==> config.mk <==
export PLATFORM = sky130hd
export DESIGN_NAME = seq_shifter
export DESIGN_NICKNAME = d
export VERILOG_FILES = /design/src/rtl/seq_shifter.sv
export SDC_FILE = /design/constraint.sdc
export NUM_CORES = 1
export LEC_CHECK = 0
export CAP_MARGIN = 20
export CORE_MARGIN = 3
export CORE_UTILIZATION = 28
export DETAILED_ROUTE_END_ITERATION = 7
export SYNTH_ARGS = -nofsm -noshare
export SYNTH_HDL_FRONTEND = slang
export SYNTH_SLANG_ARGS = --single-unit
==> constraint.sdc <==
create_clock -name clk -period 3.4 [get_ports clk]
set_input_delay 0.51 -clock clk [delete_from_list [all_inputs] [get_ports clk]]
set_output_delay 0.51 -clock clk [all_outputs]
set_load 0.02 [all_outputs]
==> src/rtl/seq_shifter.sv <==
// seq_shifter: multi-cycle sll/srl/sra shift unit for the ALU execute stage.
// The unit shifts by at most STEP bit positions per cycle. It uses a
// start/busy/done handshake with the stall logic.
// Optional feature: define SEQ_SHIFTER_ROTATE_EN to make op=2'b11 a rotate-left.
// Without that macro, op=2'b11 is decoded as sll.
module seq_shifter #(
  parameter int WIDTH = 32,
  parameter int STEP  = 1
) (
  input  logic             clk,
  input  logic             rst,
  input  logic             start,
  input  logic [1:0]       op,
  input  logic [WIDTH-1:0] a,
  input  logic [WIDTH-1:0] shamt,
  output logic             busy,
  output logic             done,
  output logic [WIDTH-1:0] result
);

  localparam int SW = $clog2(WIDTH);
  // STEP <= WIDTH/2, so it always fits in the SW-bit remaining-amount field.
  localparam logic [SW-1:0] STEP_W = SW'(STEP);

  typedef enum logic [1:0] {
    S_IDLE  = 2'd0,
    S_SHIFT = 2'd1,
    S_DONE  = 2'd2
  } state_e;

  state_e           state_q, state_d;
  logic [WIDTH-1:0] data_q, data_d;
  logic [WIDTH-1:0] result_q, result_d;
  logic [1:0]       op_q, op_d;
  logic [SW-1:0]    rem_q, rem_d;
  logic             sign_q, sign_d;

  logic [SW-1:0]    k;
  logic [WIDTH-1:0] shl, shr, fill_mask, shifted;

  // The amount is masked to SW bits, so the upper shamt bits are
  // intentionally left unused.
  logic shamt_unused;
  assign shamt_unused = ^shamt[WIDTH-1:SW];

`ifdef SEQ_SHIFTER_ROTATE_EN
  logic [SW:0] rot_amt;
`endif

  // One shift step: move by k = min(STEP, rem) and fill the vacated bits according to op_q.
  always_comb begin
    k         = (rem_q < STEP_W) ? rem_q : STEP_W;
    shl       = data_q << k;
    shr       = data_q >> k;
    fill_mask = ~({WIDTH{1'b1}} >> k);
`ifdef SEQ_SHIFTER_ROTATE_EN
    // k >= 1 in SHIFT, so the wrap-around amount stays within 1..WIDTH-1.
    rot_amt   = (SW+1)'(WIDTH) - {1'b0, k};
`endif
    unique case (op_q)
      2'b00:   shifted = shl;
      2'b01:   shifted = shr;
      2'b10:   shifted = shr | (sign_q ? fill_mask : '0);
`ifdef SEQ_SHIFTER_ROTATE_EN
      2'b11:   shifted = shl | (data_q >> rot_amt);
`else
      2'b11:   shifted = shl;
`endif
      default: shifted = shl;
    endcase
  end

  // Next-state logic for the IDLE/SHIFT/DONE sequencer and its datapath registers.
  always_comb begin
    // NOTE: every signal assigned here gets a default first. This
    // prevents latches on paths that do not assign it.
    state_d  = state_q;
    data_d   = data_q;
    op_d     = op_q;
    rem_d    = rem_q;
    sign_d   = sign_q;
    result_d = result_q;
    unique case (state_q)
      S_IDLE: begin
        if (start) begin
          data_d = a;
          op_d   = op;
          rem_d  = shamt[SW-1:0];
          sign_d = a[WIDTH-1];
          if (rem_d == '0) begin
            state_d  = S_DONE;
            result_d = a;
          end else begin
            state_d  = S_SHIFT;
          end
        end
      end
      S_SHIFT: begin
        data_d = shifted;
        rem_d  = rem_q - k;
        if (rem_d == '0) begin
          state_d  = S_DONE;
          result_d = shifted;
        end
      end
      S_DONE:  state_d = S_IDLE;
      default: state_d = S_IDLE;
    endcase
  end

  // State and datapath registers with a synchronous, active-high reset.
  always_ff @(posedge clk) begin
    // NOTE: sequential state uses non-blocking assignments only. This
    // makes every register sample the pre-edge values.
    if (rst) begin
      state_q  <= S_IDLE;
      data_q   <= '0;
      result_q <= '0;
      op_q     <= 2'b00;
      rem_q    <= '0;
      sign_q   <= 1'b0;
    end else begin
      state_q  <= state_d;
      data_q   <= data_d;
      result_q <= result_d;
      op_q     <= op_d;
      rem_q    <= rem_d;
      sign_q   <= sign_d;
    end
  end

  assign busy   = (state_q != S_IDLE);
  assign done   = (state_q == S_DONE);
  assign result = result_q;

endmodule
### Word-level counts from Yosys, hierarchy flattened

Cells that the tools add are included.

* output and inout port bits: 34
* register bits after elaboration: 74
* bits of input ports: 69
* word-level logic and storage cells: 47

* reductions and logical operators: 11
* muxes and demuxes: 15
* bitwise logic cells: 2
* shifts and indexed selects: 3
* $lt $le $gt $ge: 1
* add/sub/neg operators: 1
* eq/ne operators: 8

Operators by type and width (count)
* 2-to-1 mux 32 bit: 5
* case mux 32 bit (2 select lines): 2
* case mux 32 bit (3 select lines): 1
* NOT 32 bit: 1
* bitwise OR 32 bit: 1
* left shift 32 x 5 -> 32 bit: 1
* >> shifter 32 x 5 -> 32 bit: 1
* >> shifter 32 x 5 -> 32 bit (first input constant): 1
* logical NOT 5 bit: 2
* 2-to-1 mux 5 bit: 2
* case mux 5 bit (2 select lines): 1
* equality test 2 bit (second input constant): 3
* 2-to-1 mux 2 bit: 3
* inequality test 2 bit (second input constant): 3
* AND reduction 2 bit: 3
* less-than comparator 5 x 1 -> 1 bit (second input constant): 1
* subtractor 5 bit: 1
* equality test 2 x 1 -> 1 bit (second input constant): 2
* logical NOT 2 bit: 2
* case mux 2 bit (2 select lines): 1
* AND reduction 4 bit: 1
* nonzero test 2 bit: 2
* OR reduction 2 bit: 1

### Longest topological paths before layout

* depth after elaboration: 9
* mapped depth: 10
* gate-level depth less buffers: 7

### Worst setup path before layout

No wires, ideal clock.

* kind: register -> register
* start: register rem_q[4]
* end: register result_q[10] (netlist: result[10])
* cell stages (with the launch flop): 11
* slack: 0.979 ns
* arrival: 2.333 ns
* clock period less this slack: 2.421 ns
* data required time: 3.311 ns
* cells stage by stage: dfxtp_1 > buf_6 > or4_4 > buf_6 > or2b_1 > ha_1 > and4_1 > clkbuf_1 > clkbuf_1 > nor3_1 > a311oi_2

* longest elaborated chain between the ends: 9
* elaborated cells on any way between the ends: 15
* those cells by class: add/sub (1); order compare (1); eq/ne (1); shift (3); mux (5); bitwise (2); reduce/logical (2)

Ends and longest elaborated chain
* start: declaration: RTL line 35 `logic [SW-1:0] rem_q, rem_d;`
* start signal: assignment: RTL line 127 `rem_q <= rem_d;`
* less-than comparator 5 x 1 -> 1 bit: RTL line 52 `k = (rem_q < STEP_W) ? rem_q : STEP_W;`
* 2-to-1 mux 5 bit: RTL line 52
* >> shifter 32 x 5 -> 32 bit: RTL line 55 `fill_mask = ~({WIDTH{1'b1}} >> k);`
* NOT 32 bit: RTL line 55
* 2-to-1 mux 32 bit: RTL line 63 `2'b10: shifted = shr | (sign_q ? fill_mask : '0);`
* bitwise OR 32 bit: RTL line 63
* case mux 32 bit (3 select lines): RTL line 60 `unique case (op_q)`
* 2-to-1 mux 32 bit: RTL line 101 `if (rem_d == '0) begin`
* case mux 32 bit (2 select lines): RTL line 83 `unique case (state_q)`
* end signal: assignment: RTL line 125 `result_q <= result_d;`
* end: declaration: RTL line 33 `logic [WIDTH-1:0] result_q, result_d;`

Parallel ways exist; a longest one is shown, timed or not. The select of a mux whose other input is x is not followed.
A chain may end at the register's enable or synchronous reset.

### Final worst setup path

* start: register rem_q[4]
* end: register data_q[1]

* longest elaborated chain between the ends: 8
* elaborated cells on any way between the ends: 10
* those cells by class: order compare (1); shift (3); mux (4); bitwise (2)

Ends and longest elaborated chain
* less-than comparator 5 x 1 -> 1 bit: RTL line 52
* 2-to-1 mux 5 bit (*): RTL line 52
* >> shifter 32 x 5 -> 32 bit: RTL line 55
* NOT 32 bit: RTL line 55
* 2-to-1 mux 32 bit: RTL line 63
* bitwise OR 32 bit: RTL line 63
* case mux 32 bit (3 select lines) (*): RTL line 60
* case mux 32 bit (2 select lines) (*): RTL line 83
* end signal: assignment: RTL line 124 `data_q <= data_d;`
* end: declaration: RTL line 32 `logic [WIDTH-1:0] data_q, data_d;`

Mark *: on every way between the ends. The rest lies on a longest branch, timed or not.

==> results.sh <==
export IMPL_wl_per_cell_um=17.8
export IMPL_num_rows=43
export IMPL_rsz0062_at_grt="false"
export IMPL_grt_pass1_vias=3919
export IMPL_gr_total_overflow=0
export IMPL_drtAntennaViolNets=0
export IMPL_max_slew_margin_pct=41.9
export IMPL_whs_ps=477
export IMPL_cts_tree="built"
export IMPL_fmax_mhz=386
export IMPL_status="finished clean"
export IMPL_nets=585
export IMPL_clk_path_buf_depth=2
export IMPL_drv_slew=0
export IMPL_top_usage_layer="met2"
export IMPL_finalCritPeriodShare_pct=76.2
export IMPL_start_kind="flip-flop"
export IMPL_synth_area_leaders="dfxtp_1, a311oi_2, o221ai_2, a211oi_1, a22o_1"
export IMPL_cts_setup_buffers=0
export IMPL_instances_no_fill=698
export IMPL_syn_cell_area_um2=4170
export IMPL_synth_top_area_share_pct=35.5
export IMPL_syn_num_nets=540
export IMPL_wirelength_um=12400
export IMPL_synth_edf_count=0
export IMPL_gp_congestion=0.848
export IMPL_finalClockSkew_ps=12.2
export IMPL_grt_util_met1_pct=20.7
export IMPL_ys_seq_elements=74
export IMPL_cts_sinks=74
export IMPL_ios=103
export IMPL_holdBufCountCts=0
export IMPL_maxCapViolations=0
export IMPL_synth_simple_area_share_pct=15.8
export IMPL_critPathCaptureType="flip-flop"
export IMPL_grt_use_total_pct=15.3
export IMPL_grt_max_degree=69
export IMPL_dr_pass1_iters=5
export IMPL_ys_flop_type="dfxtp_1"
export IMPL_routed_via_density=5.70
export IMPL_vias=3979
export IMPL_drt_first_iter_violations=182
export IMPL_fin_crit_ps=2590
export IMPL_finalSetupViolCount=0
export IMPL_setup_tns_ps=0
export IMPL_muxShareOfSynthArea_pct=0.480
export IMPL_r2r_slack_ps=810
export IMPL_clkLatencyLatePin_ps=340
export IMPL_reg2reg_depth=5
export IMPL_synth_compound_area_share_pct=40.7
export IMPL_hp_class="reg2reg"
export IMPL_crit_type="reg2reg"
export IMPL_die_area_um2=16400
export IMPL_synth_common_cells="dfxtp_1, nor2_1, o21ai_0"
export IMPL_synth_top_family_by_area="compound AO/OA/AOI/OAI gates"
export IMPL_p_per_area_nw_per_um2=566
export IMPL_yosysWarnings=0
export IMPL_netlist_top_cell_by_area="dfxtp_1"
export IMPL_antenna_found_initial=0
export IMPL_dp_hpwl_um=8090
export IMPL_ir_worst_vdd_uv=264
export IMPL_crit_fanout=14
export IMPL_grt_use_met2_pct=24.7
export IMPL_synth_most_common_cell="dfxtp_1"
export IMPL_core_area_um2=14200
export IMPL_crit_required_ps=3630
export IMPL_portBuffers=75
export IMPL_grtUsageMet3_pct=2.92
export IMPL_clock_root_buffer="clkbuf_16"
export IMPL_placed_cells=682
export IMPL_synthArstFlopShare_pct=0
export IMPL_yosysSeqAreaShare_pct=35.5
export IMPL_die_h_um=128
export IMPL_hold_path_depth=2
export IMPL_cts_clk_slew_worst_paths_ps=60
export IMPL_synth_xor_xnor_area_share_pct=0
export IMPL_worst_pin_slew_ps=872
export IMPL_synth_cell_type_count=53
export IMPL_hold_viol_final=0
export IMPL_diodes=0
export IMPL_fp_dieW_um=128
export IMPL_synthCells=468
export IMPL_power_leakage_nw=1.77
export IMPL_cts_buffers=9
export IMPL_crit_arrival_ps=2830
export IMPL_syn_avg_cell_area_um2=8.91
export IMPL_final_layout_size_suffix_gt1_share_pct=15.6
export IMPL_grt_pass1_wl_um=20300
export IMPL_start_util_pct=29.4
export IMPL_route_detailed_drc=0
export IMPL_htreeDepth=3
export IMPL_cts_resized=0
export IMPL_area_growth_pct=27.2
export IMPL_synth_adder_area_share_pct=0.900
-- critical path: stages, from the launching register on --
cell and delay [ps]:
dfxtp_1 380, or4_4 650, nor3_4 630, buf_4 400, o221ai_2 170, a211oi_1 250
-- cell usage in the layout, fill, tap and decap left out, types with 2 or more instances in the layout --
master and count:
a211o_1 2, a211oi_1 33, a21oi_1 12, a22o_1 26, a22oi_1 3, a311oi_1 9
a311oi_2 20, and2_1 3, and4_1 2, buf_4 11, clkbuf_16 9, clkdlybuf4s50_1 74
clkinv_2 2, dfxtp_1 74, ha_1 3, inv_1 5, mux2i_1 2, nand2_1 34
nand2b_1 2, nand3_1 3, nor2_1 42, nor3_1 35, o21ai_0 39, o221a_2 2
o221ai_1 9, o221ai_2 20, o22a_1 2, o311ai_0 2, o31a_1 2, o31ai_1 3
or2_2 2, or3_2 2, or4_1 2
-- flip-flops by register name, summed over array words and instances (netlist names) --
register / cells
data_q: 32
op_q: 2
rem_q: 5
result: 32
sign_q: 1
state_q: 2
-- logic make-up after synthesis --
logic type      count (synthesis)
compound gates                193
simple gates                  138
flops                          74
buf+inv                        58
fa+ha+maj                       3
mux                             2
-- final timing paths --
check | startpoint | endpoint
setup / recovery | rem_q[4] | data_q[1]
setup reg to reg | rem_q[4] | data_q[1]
hold / removal | sign_q | sign_q
hold reg to reg | sign_q | sign_q
-- metrics by stage --
| step | setup slack, ps | instance area, um2 | total power [W] | utilization, % |
|---|---|---|---|---|
| after floorplan | 979 | 4170 | 0.00178 | - |
| after global placement | 577 | 5010 | 0.00204 | 35.3 |
| after detailed placement | 562 | 5010 | 0.00207 | 35.3 |
| after CTS | 838 | 5310 | 0.00302 | 37.4 |
| after global routing | 645 | 5310 | 0.00317 | 37.4 |
| final | 809 | 5310 | 0.00300 | 37.4 |
-- layer usage --
layer | vias up | routed length (um)
met2 | 126 | 5830
met1 | 1916 | 5770
met5 | - | 0
met3 | 9 | 680
li1 | 1928 | -
met4 | 0 | 140
-- cell type report --
type / instances / area [um2]
Sequential cell: 74 / 1480
Inverter: 5 / 18.8
Clock inverter: 6 / 65.1
Clock buffer: 10 / 229
Fill cell: 1474 / 8900
Tap cell: 180 / 225
Timing Repair Buffer: 87 / 848
Multi-Input combinational cell: 336 / 2440
-- power by group --
part / internal (W) / leakage [nW] / total, W / switching, W
Sequential: 0.000979 / 0.608 / 0.00110 / 0.000123
Combinational: 0.000399 / 1.02 / 0.000953 / 0.000553
Clock: 0.000570 / 0.143 / 0.000949 / 0.000379
Total: 0.00195 / 1.77 / 0.00300 / 0.00106
Note: power is estimated with default switching activity, not from simulation.
